**config.mk**
```make
export PLATFORM = sky130hd
export DESIGN_NAME = reg_capture_bank
export DESIGN_NICKNAME = d
export VERILOG_FILES = /design/src/rtl/reg_capture_bank_pkg.sv /design/src/rtl/reg_capture_chan.sv /design/src/rtl/reg_capture_bank.sv
export SDC_FILE = /design/constraint.sdc
export NUM_CORES = 1
export LEC_CHECK = 0
export ABC_CLOCK_PERIOD_IN_PS = 3150
export CORE_UTILIZATION = 47
export CTS_BUF_LIST = sky130_fd_sc_hd__clkbuf_16
export CTS_CLUSTER_DIAMETER = 100
export DETAILED_ROUTE_END_ITERATION = 8
export GPL_TIMING_DRIVEN = 0
export PLACE_DENSITY = 0.73
export SYNTH_ARGS = -nofsm -noshare
export SYNTH_HDL_FRONTEND = slang
export SYNTH_HIERARCHICAL = 1
export SYNTH_SLANG_ARGS = --single-unit
```
**constraint.sdc**
```tcl
create_clock -name clk_usb -period 3.15 [get_ports clk_usb]
set_input_delay 0.315 -clock clk_usb [delete_from_list [all_inputs] [get_ports clk_usb]]
set_output_delay 0.315 -clock clk_usb [all_outputs]
set_load 0.02 [all_outputs]
```
**src/rtl/reg_capture_bank_pkg.sv**
```systemverilog
// rtl/reg_capture_bank_pkg.sv - register addresses, command bits and address decode for reg_capture_bank
package reg_capture_bank_pkg;

    localparam logic [7:0] ADDR_CHSEL = 8'h40;
    localparam logic [7:0] ADDR_CFG   = 8'h41;
    localparam logic [7:0] ADDR_STAT  = 8'h42;
    localparam logic [7:0] ADDR_SNAP  = 8'h43;
    localparam logic [7:0] ADDR_CMD   = 8'h44;

    localparam int CMD_SNAP_BIT    = 0;
    localparam int CMD_STATCLR_BIT = 1;
    localparam int CMD_PULSE_BIT   = 2;
    localparam int CMD_SRST_BIT    = 3;

    typedef enum logic [2:0] {
        REG_NONE,
        REG_CHSEL,
        REG_CFG,
        REG_STAT,
        REG_SNAP,
        REG_CMD
    } reg_sel_e;

    function automatic reg_sel_e decode_addr(input logic [7:0] addr);
        case (addr)
            ADDR_CHSEL: return REG_CHSEL;
            ADDR_CFG:   return REG_CFG;
            ADDR_STAT:  return REG_STAT;
            ADDR_SNAP:  return REG_SNAP;
            ADDR_CMD:   return REG_CMD;
            default:    return REG_NONE;
        endcase
    endfunction

endpackage

```
**src/rtl/reg_capture_chan.sv**
```systemverilog
// rtl/reg_capture_chan.sv - per-channel live config, sticky event status and counter snapshot
module reg_capture_chan
    import reg_capture_bank_pkg::*;
#(
    parameter int               CFG_W     = 32,
    parameter logic [CFG_W-1:0] CFG_RESET = '0
) (
    input  logic             i_clk,
    input  logic             i_rst_n,
    input  logic             i_cfg_we,
    input  logic [CFG_W-1:0] i_cfg_d,
    input  logic [7:0]       i_stat_set,
    input  logic [7:0]       i_stat_clr,
    input  logic             i_hold_clr,
    input  logic             i_snap_cap,
    input  logic [31:0]      i_snap_d,
    output logic [CFG_W-1:0] o_cfg,
    output logic [7:0]       o_stat,
    output logic [31:0]      o_snap
);

    logic [CFG_W-1:0] r_cfg;
    logic [7:0]       r_stat;
    logic [31:0]      r_snap;

    always_ff @(posedge i_clk or negedge i_rst_n) begin
        if (!i_rst_n) begin
            r_cfg  <= CFG_RESET;
            r_stat <= '0;
            r_snap <= '0;
        end else begin
            if (i_cfg_we)
                r_cfg <= i_cfg_d;
            // Set beats clear so an event racing a W1C is never lost.
            if (i_hold_clr)
                r_stat <= '0;
            else
                r_stat <= (r_stat & ~i_stat_clr) | i_stat_set;
            if (i_hold_clr)
                r_snap <= '0;
            else if (i_snap_cap)
                r_snap <= i_snap_d;
        end
    end

    assign o_cfg  = r_cfg;
    assign o_stat = r_stat;
    assign o_snap = r_snap;

endmodule

```
**src/rtl/reg_capture_bank.sv**
```systemverilog
// rtl/reg_capture_bank.sv - multi-channel capture register bank: channel select, shadowed config, commands, soft reset
module reg_capture_bank
    import reg_capture_bank_pkg::*;
#(
    parameter int                        pBYTECNT_SIZE = 7,
    parameter int                        pNUM_CH       = 4,
    parameter int                        pCFG_BYTES    = 4,
    parameter logic [pCFG_BYTES*8-1:0]   pCFG_RESET    = '0,
    parameter int                        pRST_CYCLES   = 16
) (
    input  logic                              clk_usb,
    input  logic                              reset_n,
    input  logic [7:0]                        reg_address,
    input  logic [pBYTECNT_SIZE-1:0]          reg_bytecnt,
    input  logic [7:0]                        reg_datai,
    output logic [7:0]                        reg_datao,
    input  logic                              reg_read,
    input  logic                              reg_write,
    input  logic [pNUM_CH*8-1:0]              event_i,
    input  logic [pNUM_CH*32-1:0]             counter_i,
    output logic [pNUM_CH*pCFG_BYTES*8-1:0]   cfg_o,
    output logic [pNUM_CH-1:0]                pulse_o,
    output logic                              soft_reset_o
);

    localparam int CFG_W = pCFG_BYTES * 8;
    localparam int CH_W  = (pNUM_CH > 1) ? $clog2(pNUM_CH) : 1;
    localparam int RST_W = $clog2(pRST_CYCLES + 1);
    localparam int BC_W  = pBYTECNT_SIZE;
    localparam logic [BC_W-1:0] LAST_BC = BC_W'(pCFG_BYTES - 1);

    reg_sel_e         w_sel;
    logic             w_wr_chsel, w_wr_cfg, w_wr_stat, w_wr_cmd, w_commit;
    logic [7:0]       w_cmd;
    logic             w_srst_start, w_srst_active, w_hold_clr;
    logic [CFG_W-1:0] w_shadow_nxt;

    logic [CH_W-1:0]    r_chsel;
    logic [CFG_W-1:0]   r_shadow;
    logic [RST_W-1:0]   r_rst_cnt;
    logic [pNUM_CH-1:0] r_pulse;

    logic [CFG_W-1:0] w_cfg  [pNUM_CH];
    logic [7:0]       w_stat [pNUM_CH];
    logic [31:0]      w_snap [pNUM_CH];

    assign w_sel      = decode_addr(reg_address);
    assign w_wr_chsel = reg_write && (w_sel == REG_CHSEL);
    assign w_wr_cfg   = reg_write && (w_sel == REG_CFG) && (reg_bytecnt <= LAST_BC);
    assign w_wr_stat  = reg_write && (w_sel == REG_STAT);
    assign w_wr_cmd   = reg_write && (w_sel == REG_CMD);
    assign w_commit   = w_wr_cfg && (reg_bytecnt == LAST_BC);
    assign w_cmd      = w_wr_cmd ? reg_datai : 8'h00;

    // The committed value includes the byte being written on the committing cycle.
    always_comb begin
        w_shadow_nxt = r_shadow;
        for (int k = 0; k < pCFG_BYTES; k++)
            if (w_wr_cfg && (reg_bytecnt == BC_W'(k)))
                w_shadow_nxt[k*8 +: 8] = reg_datai;
    end

    assign w_srst_start  = w_cmd[CMD_SRST_BIT];
    assign w_srst_active = (r_rst_cnt != '0);
    assign w_hold_clr    = w_srst_active || w_srst_start;
    assign soft_reset_o  = w_srst_active;
    assign pulse_o       = r_pulse;

    always_ff @(posedge clk_usb or negedge reset_n) begin
        if (!reset_n) begin
            r_chsel   <= '0;
            r_shadow  <= pCFG_RESET;
            r_rst_cnt <= '0;
            r_pulse   <= '0;
        end else begin
            if (w_wr_chsel && (reg_datai < 8'(pNUM_CH)))
                r_chsel <= reg_datai[CH_W-1:0];
            r_shadow <= w_shadow_nxt;
            if (w_srst_start)
                r_rst_cnt <= RST_W'(pRST_CYCLES);
            else if (w_srst_active)
                r_rst_cnt <= r_rst_cnt - 1'b1;
            r_pulse <= '0;
            if (w_cmd[CMD_PULSE_BIT])
                r_pulse[r_chsel] <= 1'b1;
        end
    end

    for (genvar c = 0; c < pNUM_CH; c++) begin : g_ch
        logic       w_hit;
        logic [7:0] w_clr;

        assign w_hit = (r_chsel == CH_W'(c));
        assign w_clr = w_hit ? ((w_wr_stat ? reg_datai : 8'h00) |
                                (w_cmd[CMD_STATCLR_BIT] ? 8'hFF : 8'h00)) : 8'h00;

        reg_capture_chan #(
            .CFG_W     (CFG_W),
            .CFG_RESET (pCFG_RESET)
        ) u_chan (
            .i_clk      (clk_usb),
            .i_rst_n    (reset_n),
            .i_cfg_we   (w_commit && w_hit),
            .i_cfg_d    (w_shadow_nxt),
            .i_stat_set (event_i[c*8 +: 8]),
            .i_stat_clr (w_clr),
            .i_hold_clr (w_hold_clr),
            .i_snap_cap (w_cmd[CMD_SNAP_BIT]),
            .i_snap_d   (counter_i[c*32 +: 32]),
            .o_cfg      (w_cfg[c]),
            .o_stat     (w_stat[c]),
            .o_snap     (w_snap[c])
        );

        assign cfg_o[c*CFG_W +: CFG_W] = w_cfg[c];
    end

    always_comb begin
        reg_datao = 8'h00;
        if (reg_read) begin
            case (w_sel)
                REG_CHSEL: reg_datao = 8'(r_chsel);
                REG_CFG: begin
                    for (int k = 0; k < pCFG_BYTES; k++)
                        if (reg_bytecnt == BC_W'(k))
                            reg_datao = w_cfg[r_chsel][k*8 +: 8];
                end
                REG_STAT: reg_datao = w_stat[r_chsel];
                REG_SNAP: begin
                    for (int k = 0; k < 4; k++)
                        if (reg_bytecnt == BC_W'(k))
                            reg_datao = w_snap[r_chsel][k*8 +: 8];
                end
                default: reg_datao = 8'h00;
            endcase
        end
    end

endmodule

```
---- Yosys cells after proc, flatten, opt, wreduce, memory -nomap -nowiden ----
Index checks and enable logic that the tools add are counted.
storage, ports and cells
  flip-flop bits (word level) ............. 331
  input port bits ......................... 187
  output and inout bits ................... 141
  word-level logic and storage cells ...... 121
operators by class
  add/subtract/negate cells ............... 1
  order comparisons ....................... 5
  equality and inequality tests ........... 16
  muxes and demuxes ....................... 48
  bitwise logic cells ..................... 14
  reductions and logical operators ........ 21
operators with widths
  kind                   number
  $mux W32               12
  $mux W8                25
  $bmux W32 S2           2
  $eq A8 B7 Y1 const B   5
  $or A8 B8 Y8           5
  $and A8 B8 Y8          4
  $not A8 Y8             4
  $pmux W8 S4            1
  $bmux W8 S2            1
  $logic_and A1 B1 Y1    15
  $pmux W3 S5            1
  $eq A7 B2 Y1 const B   2
  $mux W5                2
  $lt A8 B3 Y1 const B   1
  $mux W4                2
  $eq A7 B1 Y1 const B   1
  $le A7 B2 Y1 const B   1
  $logic_not A7 Y1       1
  $eq A3 B2 Y1 const B   2
  $eq A3 B3 Y1 const B   2
  $reduce_bool A5 Y1     1
  $sub A5 B1 Y5 const B  1
  $eq A2 B2 Y1 const B   2
  $reduce_bool A2 Y1     2
  other kinds (10)       10

---- Longest topological paths before layout ----
Gate-level depths: netlist (run 1).
  depth after elaboration ................. 12
  gate-level depth with buffers ........... 10

---- By module ----
Netlist (run 1), hierarchy kept.
by module, submodules not included
  module            instances  cells each  area each (sq um)  sequential area each (sq um)
  reg_capture_chan  4          204         2962.8             1801.7
  reg_capture_bank  1          365         4367.9             1076.0

---- Worst setup path after synthesis (run 1) ----
Ideal clock, no wire load.
  kind .................................... input to register
  start point ............................. in reg_address[3]
  end point ............................... reg g_ch[3].u_chan.r_cfg[10]
  library setup time ...................... 0.125 ns
  arrival ................................. 2.469 ns
  slack ................................... 0.556 ns
  stages .................................. 9
  path buffers ............................ 3
  path through ............................ or4_4 > or4_4 > nor3_1 > nand2_1 > buf_2 > nor2_1 > buf_6 > buf_12 > mux2_4
on the way
  longest elaborated chain between the ends .. 7
RTL lines
  element                                                RTL line                                         source
  from (decl)                                            reg_capture_bank.sv:13                           input logic [7:0] reg_address,
  $eq A8 B7 Y1                                           reg_capture_bank_pkg.sv:25                       case (addr)
  $pmux W3 S5 (*)                                        reg_capture_bank_pkg.sv:25
  $eq A3 B2 Y1 (*)                                       reg_capture_bank.sv:49                           assign w_wr_cfg = reg_write && (w_sel == REG_CFG) && (reg_bytecnt <= LAST_BC);
  $logic_and A1 B1 Y1 (*) (2 in a row)                   reg_capture_bank.sv:49
  $logic_and A1 B1 Y1 (on tied branches)                 reg_capture_bank.sv:59, reg_capture_bank.sv:52
  $mux W8 / $logic_and A1 B1 Y1 (equally long branches)  reg_capture_bank.sv:59, reg_capture_bank.sv:103
  to (signal assigned)                                   reg_capture_chan.sv:33                           r_cfg <= i_cfg_d;
  to (decl)                                              reg_capture_chan.sv:22                           logic [CFG_W-1:0] r_cfg;
Every way passes the cells marked *; elsewhere a longest branch is shown, timed or not.
A chain may end at the register's enable or synchronous reset.

---- Worst setup path after layout (run 1) ----
  start point ............................. reg r_chsel[0]
  end point ............................... out reg_datao[1]
on the way
  longest elaborated chain between the ends .. 10
RTL lines
  element                                   RTL line                                                                   source
  from (decl)                               reg_capture_bank.sv:38                                                     logic [CH_W-1:0] r_chsel;
  from (signal assigned)                    reg_capture_bank.sv:77                                                     r_chsel <= reg_datai[CH_W-1:0];
  $not A2 Y3 (implied by the code) (*)      reg_capture_bank.sv:126, reg_capture_bank.sv:128, reg_capture_bank.sv:132
  $bmux W32 S2 (on tied branches)           reg_capture_bank.sv:132, reg_capture_bank.sv:126
  $mux W32 (on tied branches) (2 in a row)  reg_capture_bank.sv:132, reg_capture_bank.sv:126
  $mux W8 (on tied branches) (4 in a row)   reg_capture_bank.sv:131, reg_capture_bank.sv:125
  $pmux W8 S4 (*)                           reg_capture_bank.sv:121                                                    case (w_sel)
  $mux W8 (*)                               reg_capture_bank.sv:120                                                    if (reg_read) begin
  to (decl)                                 reg_capture_bank.sv:16                                                     output logic [7:0] reg_datao,
Every way passes the cells marked *; elsewhere a longest branch is shown, timed or not. The select of a mux whose other input is x is not followed.

==> results of run 1 <==
[path summary, 6_finish.rpt]
kind	slack, ns	start	cells after the start	endpoint
max reg2reg	0.33	r_chsel[1]	9	g_ch[0].u_chan/o_cfg[29]
max	-0.06	r_chsel[0]	10	reg_datao[1]
min in group clk_usb	0.35	event_i[11]	3	g_ch[1].u_chan/o_stat[3]
max in group asynchronous	1.49	reset_n	4	g_ch[1].u_chan/o_snap[10]
min reg2reg	0.52	g_ch[1].u_chan/o_snap[25]	2	g_ch[1].u_chan/o_snap[25]
min	0.34	reset_n	2	g_ch[0].u_chan/o_cfg[29]
[worst max-delay path, delay by kind of cell (launching register included)]
family | cells | cell delay [ns]
flops | 1 | 0.37
buf+inv | 6 | 0.83
mux | 2 | 0.69
compound gates | 2 | 0.49
[logic make-up after synthesis]
group	after synthesis	share of synthesized area
fa+ha+maj	2	0.001543
flops	331	0.5107
compound gates	84	0.03302
mux	379	0.3291
buf+inv	120	0.04922
simple gates	263	0.07537
xor+xnor	2	0.001080
[report_power, final]
group	switching [uW]	internal [uW]
logic	577	384
registers	58.3	4350
clock network	1740	2330
[flip-flops by register name (all words and copies together) (netlist names)]
name	count
g_ch.u_chan/o_stat	32
r_chsel	2
g_ch.u_chan/o_snap	128
r_shadow	32
r_rst_cnt	5
g_ch.u_chan/o_cfg	128
pulse_o	4
[timing repair]
action / 4_1_cts / 5_1_grt
hold buffers: 1 / 0
hold endpoints to repair: 57 / 0
resized for setup: 126 / 33
pin swaps: 8 / 10
setup endpoints to repair: 166 / 63
gates cloned: 3 / 1
buffers inserted: 11 / 11
[final cells by class]
type                       count  area, sq um
inverter                      37        138.9
tap                          448        560.5
sequential                   331         8283
multi-input combinational    730         7367
antenna                        4        10.01
buffer                        80        802.0
clock inverter                29        163.9
timing repair buffer         355         3671
clock buffer                  39        975.9
fill                        2463        11810
[per-stage QoR]
stage	utilization	TNS, ns	hold slack (ns)	area (sq um)
global route	0.6504	-0.3791	0.3525	21970
floorplan	-	0	0.01941	16220
CTS	0.6441	-0.07507	0.3310	21760
global placement	0.5930	-4195.34	0.4951	20030
finish	0.6504	-0.1254	0.3378	21970
detailed placement	0.5956	-127.75	0.2744	20120
[layer usage]
| metal | vias up | wire length, um |
|---|---|---|
| li1 | 4992 | - |
| met1 | 6105 | 23020 |
| met2 | 540 | 25030 |
| met3 | 89 | 3887 |
| met4 | 2 | 1722 |
| met5 | - | 13 |
[cells in the mapped netlist, drive strengths merged]
cell type and count:
a211o 3, a211oi 23, a21oi 41, a311o 6
a31oi 1, and2 3, and3 5, buf 53
clkbuf 30, dfrtp 331, ha 2, inv 37
mux2 164, mux2i 144, mux4 71, nand2 9
nand2b 38, nand3 1, nand4 1, nand4b 1
nor2 173, nor2b 12, nor3 6, nor3b 1
nor4 5, o211ai 1, o21ai 1, o221ai 1
o22ai 7, or2 3, or2b 1, or3 2
or4 2, xnor2 2
==> results.tsv, run 1 <==
stage	metric	value	unit
sta	setup_violations	4	
global_routing	grt_usage	0.3047	
global_routing	grt_pass1_vias	12010	
sta	clock_skew	0.01000	ns
synthesis	yosys_warnings	6	
synthesis	syn_area	16220	sq um
global_routing	gr-usage-met2	0.4714	
clock_network	clkTransAtPathRegs	0.06	ns
worst_setup_path	required	2.83	ns
floorplanning	die_area	35260	sq um
pwr	ir_drop	307.0	uV
worst_setup_path	end_kind	output port	
run_status	status	finished, violations left	
finish	syn_to_final_growth	35.47	%
finish	fin_cells	2053	
pwr	total_power	9440	uW
worst_setup_path	setup.worst_path.class	reg -> out	
floorplanning	core_area	33780	sq um
global_routing	use_met1	0.4276	
synthesis	syn_nets	1370	
sta	slew_violations	0	
detailed_routing	drc	0	
detailed_routing	num_vias	11730	
detailed_routing	drt_iter0_markers	871	
sta	rsz0062_at_grt	yes	
finish	final_cell_mix	dfrtp_1, clkdlybuf4s50_1, nor2_1	
synthesis	yosysSeqAreaShare	0.5107	
global_routing	grt_pass1_wl	78960	um
run_status	violations	negative setup slack	
floorplanning	die_y	187.8	um
worst_setup_path	crit_chain	buf_12 -> buf_16 -> buf_12 -> buf_16 -> buf_6 -> mux4_2 -> mux2i_2 -> a211oi_2 -> a211o_1 -> buf_6	
synthesis	yosysTopAreaCellShare	0.5107	
pwr	power-per-cell-area	429.6	nW/um^2
clock_network	clk_path_buf_depth	3	
flow_run	drv_cap	0	
detailed_routing	final_antenna_net_count	0	
worst_setup_path	crit_path_top_delay_cell	mux4_2	
global_routing	grt.busiest_layer	met2	
clock_network	numClockSinks	331	
clock_network	insertion_delay	0.51	ns
global_routing	use_met3	0.06345	
clock_network	clockRootBuffer	clkbuf_16	
clock_network	cts_htree_levels	2	
synthesis	synth_area_leaders	dfrtp_1, mux2_4, mux4_2	
placement	hpwl	38150	um
synthesis	ys_seq_elements	331	
sta	final-hold-violation-count	0	
placement	io_buffer_count	325	
sta	max_clock_freq	311.2	MHz
global_routing	gr-total-overflow	0	
sta	timing.slew.headroom	0.4427	
floorplanning	fp-row-count	67	
floorplanning	die_w	187.8	um
floorplanning	start_util	0.4801	
sta	tightest_slew	0.8297	ns
floorplanning	io_pins	328	
detailed_routing	routedWlPerCell	26.14	um
detailed_routing	routed_via_density	5.713	
worst_setup_path	path_max_fanout	8	
synthesis	yosysTopAreaCell	dfrtp_1	
finish	final_net_count	1762	
worst_setup_path	startpoint_type	flip-flop	
pwr	leakagePower	0.009154	uW
placement	pre_cts_slack	-1.131	ns
clock_network	numCtsBuffers	38	
global_routing	grt_max_degree	98	
detailed_routing	wirelength	53670	um
synthesis	netlist_instances	1181	
sta	final.setup.worst_slack	-0.06388	ns
synthesis	syn_avg_cell_area	13.73	sq um
detailed_routing	drt_first_pass_iters	5	
sta	post-route-period-util	1.020	
worst_setup_path	cp_slowest_stage_delay	0.49	ns
finish	mostFrequentLayoutCell	dfrtp_1	
clock_network	cts_tree	yes	
global_routing	antenna_found_initial	6	
synthesis	synth_cell_types	42	
worst_setup_path	crit_arrival	2.90	ns
placement	globalplace.congestion	0.9438	
finish	final_layout_size_suffix_gt1_frac	0.2642	
placement	place_inst	1957	
sta	min_period	3.214	ns
hold_path	hp-class	in -> async	
No activity file was read; power rests on OpenSTA's default activity.
==> run 2: changes to the inputs <==
Settings changed: CORE_UTILIZATION 47 to 52, PLACE_DENSITY 0.73 to 0.8.
==> run 2 against run 1 <==
Effect of this change:
- the run still ends with negative setup slack left
- core utilization increased by 5.4 points
- design area fell by 1.7%
- non-clock buffer count is 9 lower
- fmax grew 0.23%
- critical path type is now in -> out
- highest routed layer unchanged
==> results.tsv, run 2 (synthesis gave the netlist of run 1 again) <==
stage	metric	value	unit	change
floorplanning	die_w	178.6	um	was 187.8 um
floorplanning	die_area	31900	sq um	was 35260 sq um
detailed_routing	routed_via_density	5.956		was 5.713
run_status	violations	negative setup slack		unchanged
finish	fin_cells	1985		was 2053
clock_network	clockRootBuffer	clkbuf_16		unchanged
pwr	switching_share	0.2506		was 0.2521
detailed_routing	routedWlPerCell	26.45	um	was 26.14 um
sta	tightest_slew	0.9714	ns	was 0.8297 ns
run_status	status	finished, violations left		unchanged
worst_setup_path	required	2.83	ns	about the same
global_routing	grt_pass1_wl	76470	um	was 78960 um
sta	final.setup.worst_slack	-0.05642	ns	was -0.06388 ns
sta	setup_violations	2		was 4
placement	globalplace.congestion	0.9519		was 0.9438
worst_setup_path	setup.worst_path.class	in -> out		was reg -> out
placement	pre_cts_slack	-1.027	ns	was -1.131 ns
clock_network	numClockSinks	331		unchanged
pwr	power-per-cell-area	430.8	nW/um^2	was 429.6 nW/um^2
global_routing	grt_pass1_vias	12070		was 12010
pwr	p_int	6971	uW	was 7060 uW
sta	tns	-0.07743	ns	was -0.1254 ns
finish	multiInputGateArea	7302	sq um	was 7367 sq um
detailed_routing	drt_first_pass_iters	5		unchanged
floorplanning	die_y	178.6	um	was 187.8 um
sta	timing.slew.headroom	0.3524		was 0.4427
pwr	ir_drop	342.9	uV	was 307.0 uV
flow_run	drv_cap	0		unchanged
worst_setup_path	ff2ff_setup_slack	0.34	ns	was 0.33 ns
placement	io_buffer_count	325		unchanged
sta	min_period	3.206	ns	was 3.214 ns
worst_setup_path	crit_arrival	2.89	ns	was 2.90 ns
sta	post-route-period-util	1.018		was 1.020
sta	slew_violations	0		unchanged
detailed_routing	num_vias	11820		was 11730
pwr	total_power	9303	uW	was 9440 uW
detailed_routing	wirelength	52500	um	was 53670 um
placement	hpwl	37080	um	was 38150 um
clock_network	numCtsBuffers	35		was 38
worst_setup_path	end_kind	output port		unchanged
floorplanning	core_area	30670	sq um	was 33780 sq um
finish	syn_to_final_growth	33.14	%	was 35.47%
global_routing	grt_max_degree	119		was 98
sta	rsz0062_at_grt	yes		unchanged
finish	final-seq-area	8283	sq um	unchanged
clock_network	cts_tree	yes		unchanged
detailed_routing	drt_iter0_markers	1071		was 871
global_routing	gr-total-overflow	0		unchanged
hold_path	hp-class	in -> reg		was in -> async
pwr	p_seq_frac	0.473		was 0.467
sta	final-hold-violation-count	0		unchanged
clock_network	clk_path_buf_depth	3		unchanged
clock_network	cts_htree_levels	2		unchanged
clock_network	clkTransAtPathRegs	0.06	ns	about the same
pwr	combPwrFrac	0.102		about the same
global_routing	antenna_found_initial	4		was 6
finish	fillers	2074		was 2463
floorplanning	fp-row-count	64		was 67
sta	clock_skew	0.02299	ns	was 0.01000 ns
worst_setup_path	path_max_fanout	8		unchanged
finish	final_cell_mix	dfrtp_1, clkdlybuf4s50_1, nor2_1		unchanged
floorplanning	io_pins	328		unchanged
finish	mostFrequentLayoutCell	dfrtp_1		unchanged
global_routing	grt_usage	0.3337		was 0.3047
pwr	p_clk_frac	0.425		was 0.432
detailed_routing	final_antenna_net_count	0		unchanged
sta	max_clock_freq	311.9	MHz	was 311.2 MHz
floorplanning	start_util	0.5288		was 0.4801
placement	place_inst	1904		was 1957
pwr	leakagePower	0.009040	uW	was 0.009154 uW
finish	final_net_count	1750		was 1762
worst_setup_path	startpoint_type	primary input		was flip-flop
pwr	p_sw	2331	uW	was 2380 uW
finish	final_layout_size_suffix_gt1_frac	0.2516		was 0.2642
detailed_routing	drc	0		unchanged
clock_network	insertion_delay	0.53	ns	was 0.51 ns
-- run 2: cell types whose count changed in the layout (fill, tap and decap cells not counted), moves of 2 or more --
cell       delta
buf_16        -6
buf_4         -5
buf_6         -5
a211oi_1      +4
a211oi_2      -4
buf_2         +3
clkbuf_16     -3
clkinv_1      -3
clkinv_2      -3
clkinv_4      +2
mux2i_1       +2
nor4_1        +2
-- run 2: critical path, cell delays in order --
cell	delay, ns
clkdlybuf4s50_1	0.40
or4_4	0.58
nor4_1	0.42
nand4_1	0.15
buf_4	0.20
a211oi_1	0.34
a311o_1	0.18
clkdlybuf4s15_2	0.30
-- run 2: per-layer routing --
| layer | GRT usage | wire (um) |
|---|---|---|
| met2 | 0.5086 | 24430 |
| met5 | 0 | 13 |
| met3 | 0.06628 | 4402 |
| met1 | 0.4681 | 21430 |
| met4 | 0.1405 | 2233 |
-- run 2: area by class of cell --
cell class / count / share of cell area
antenna: 3 / 0.0003476
buffer: 83 / 0.03859
clock buffer: 36 / 0.04172
clock inverter: 26 / 0.008633
inverter: 37 / 0.006431
multi-input combinational: 730 / 0.3381
sequential: 331 / 0.3836
tap: 396 / 0.02294
timing repair buffer: 343 / 0.1596
-- run 2: timing repair --
action	in CTS	in global routing
gates cloned	1	1
setup buffers	4	9
pin swaps	2	5
hold buffers	1	0
endpoints found under the setup margin	154	24
gates resized for setup	112	16
hold endpoints to repair	116	0
-- run 2: worst paths after layout --
path / start / endpoint / depth (start not counted)
min reg2reg: g_ch[1].u_chan/o_snap[25] / g_ch[1].u_chan/o_snap[25] / 2
min: event_i[4] / g_ch[0].u_chan/o_stat[4] / 3
max reg2reg: r_chsel[1] / g_ch[1].u_chan/o_cfg[20] / 9
max in group asynchronous: reset_n / g_ch[3].u_chan/o_snap[27] / 3
min in group asynchronous: reset_n / g_ch[1].u_chan/o_snap[1] / 2
max: reg_address[3] / reg_datao[5] / 8
-- run 2: stage by stage --
step / util / hold WS, ns / cell area (sq um)
global route: 0.7041 / 0.3582 / 21590
CTS: 0.6995 / 0.3398 / 21450
detailed placement: 0.6530 / 0.4655 / 20030
finish: 0.7041 / 0.3428 / 21590
floorplan: - / 0.01941 / 16220
global placement: 0.6511 / 0.4967 / 19970
-- run 2: power groups by stage --
stage          sequential (uW)  clock (uW)  combinational (uW)
2_1_floorplan             4460           0                 369
3_3_place_gp              4480           0                 884
3_5_place_dp              4470           0                 915
4_1_cts                   4400        3990                 929
5_1_grt                   4410        4170                1010
6_report                  4400        3960                 946
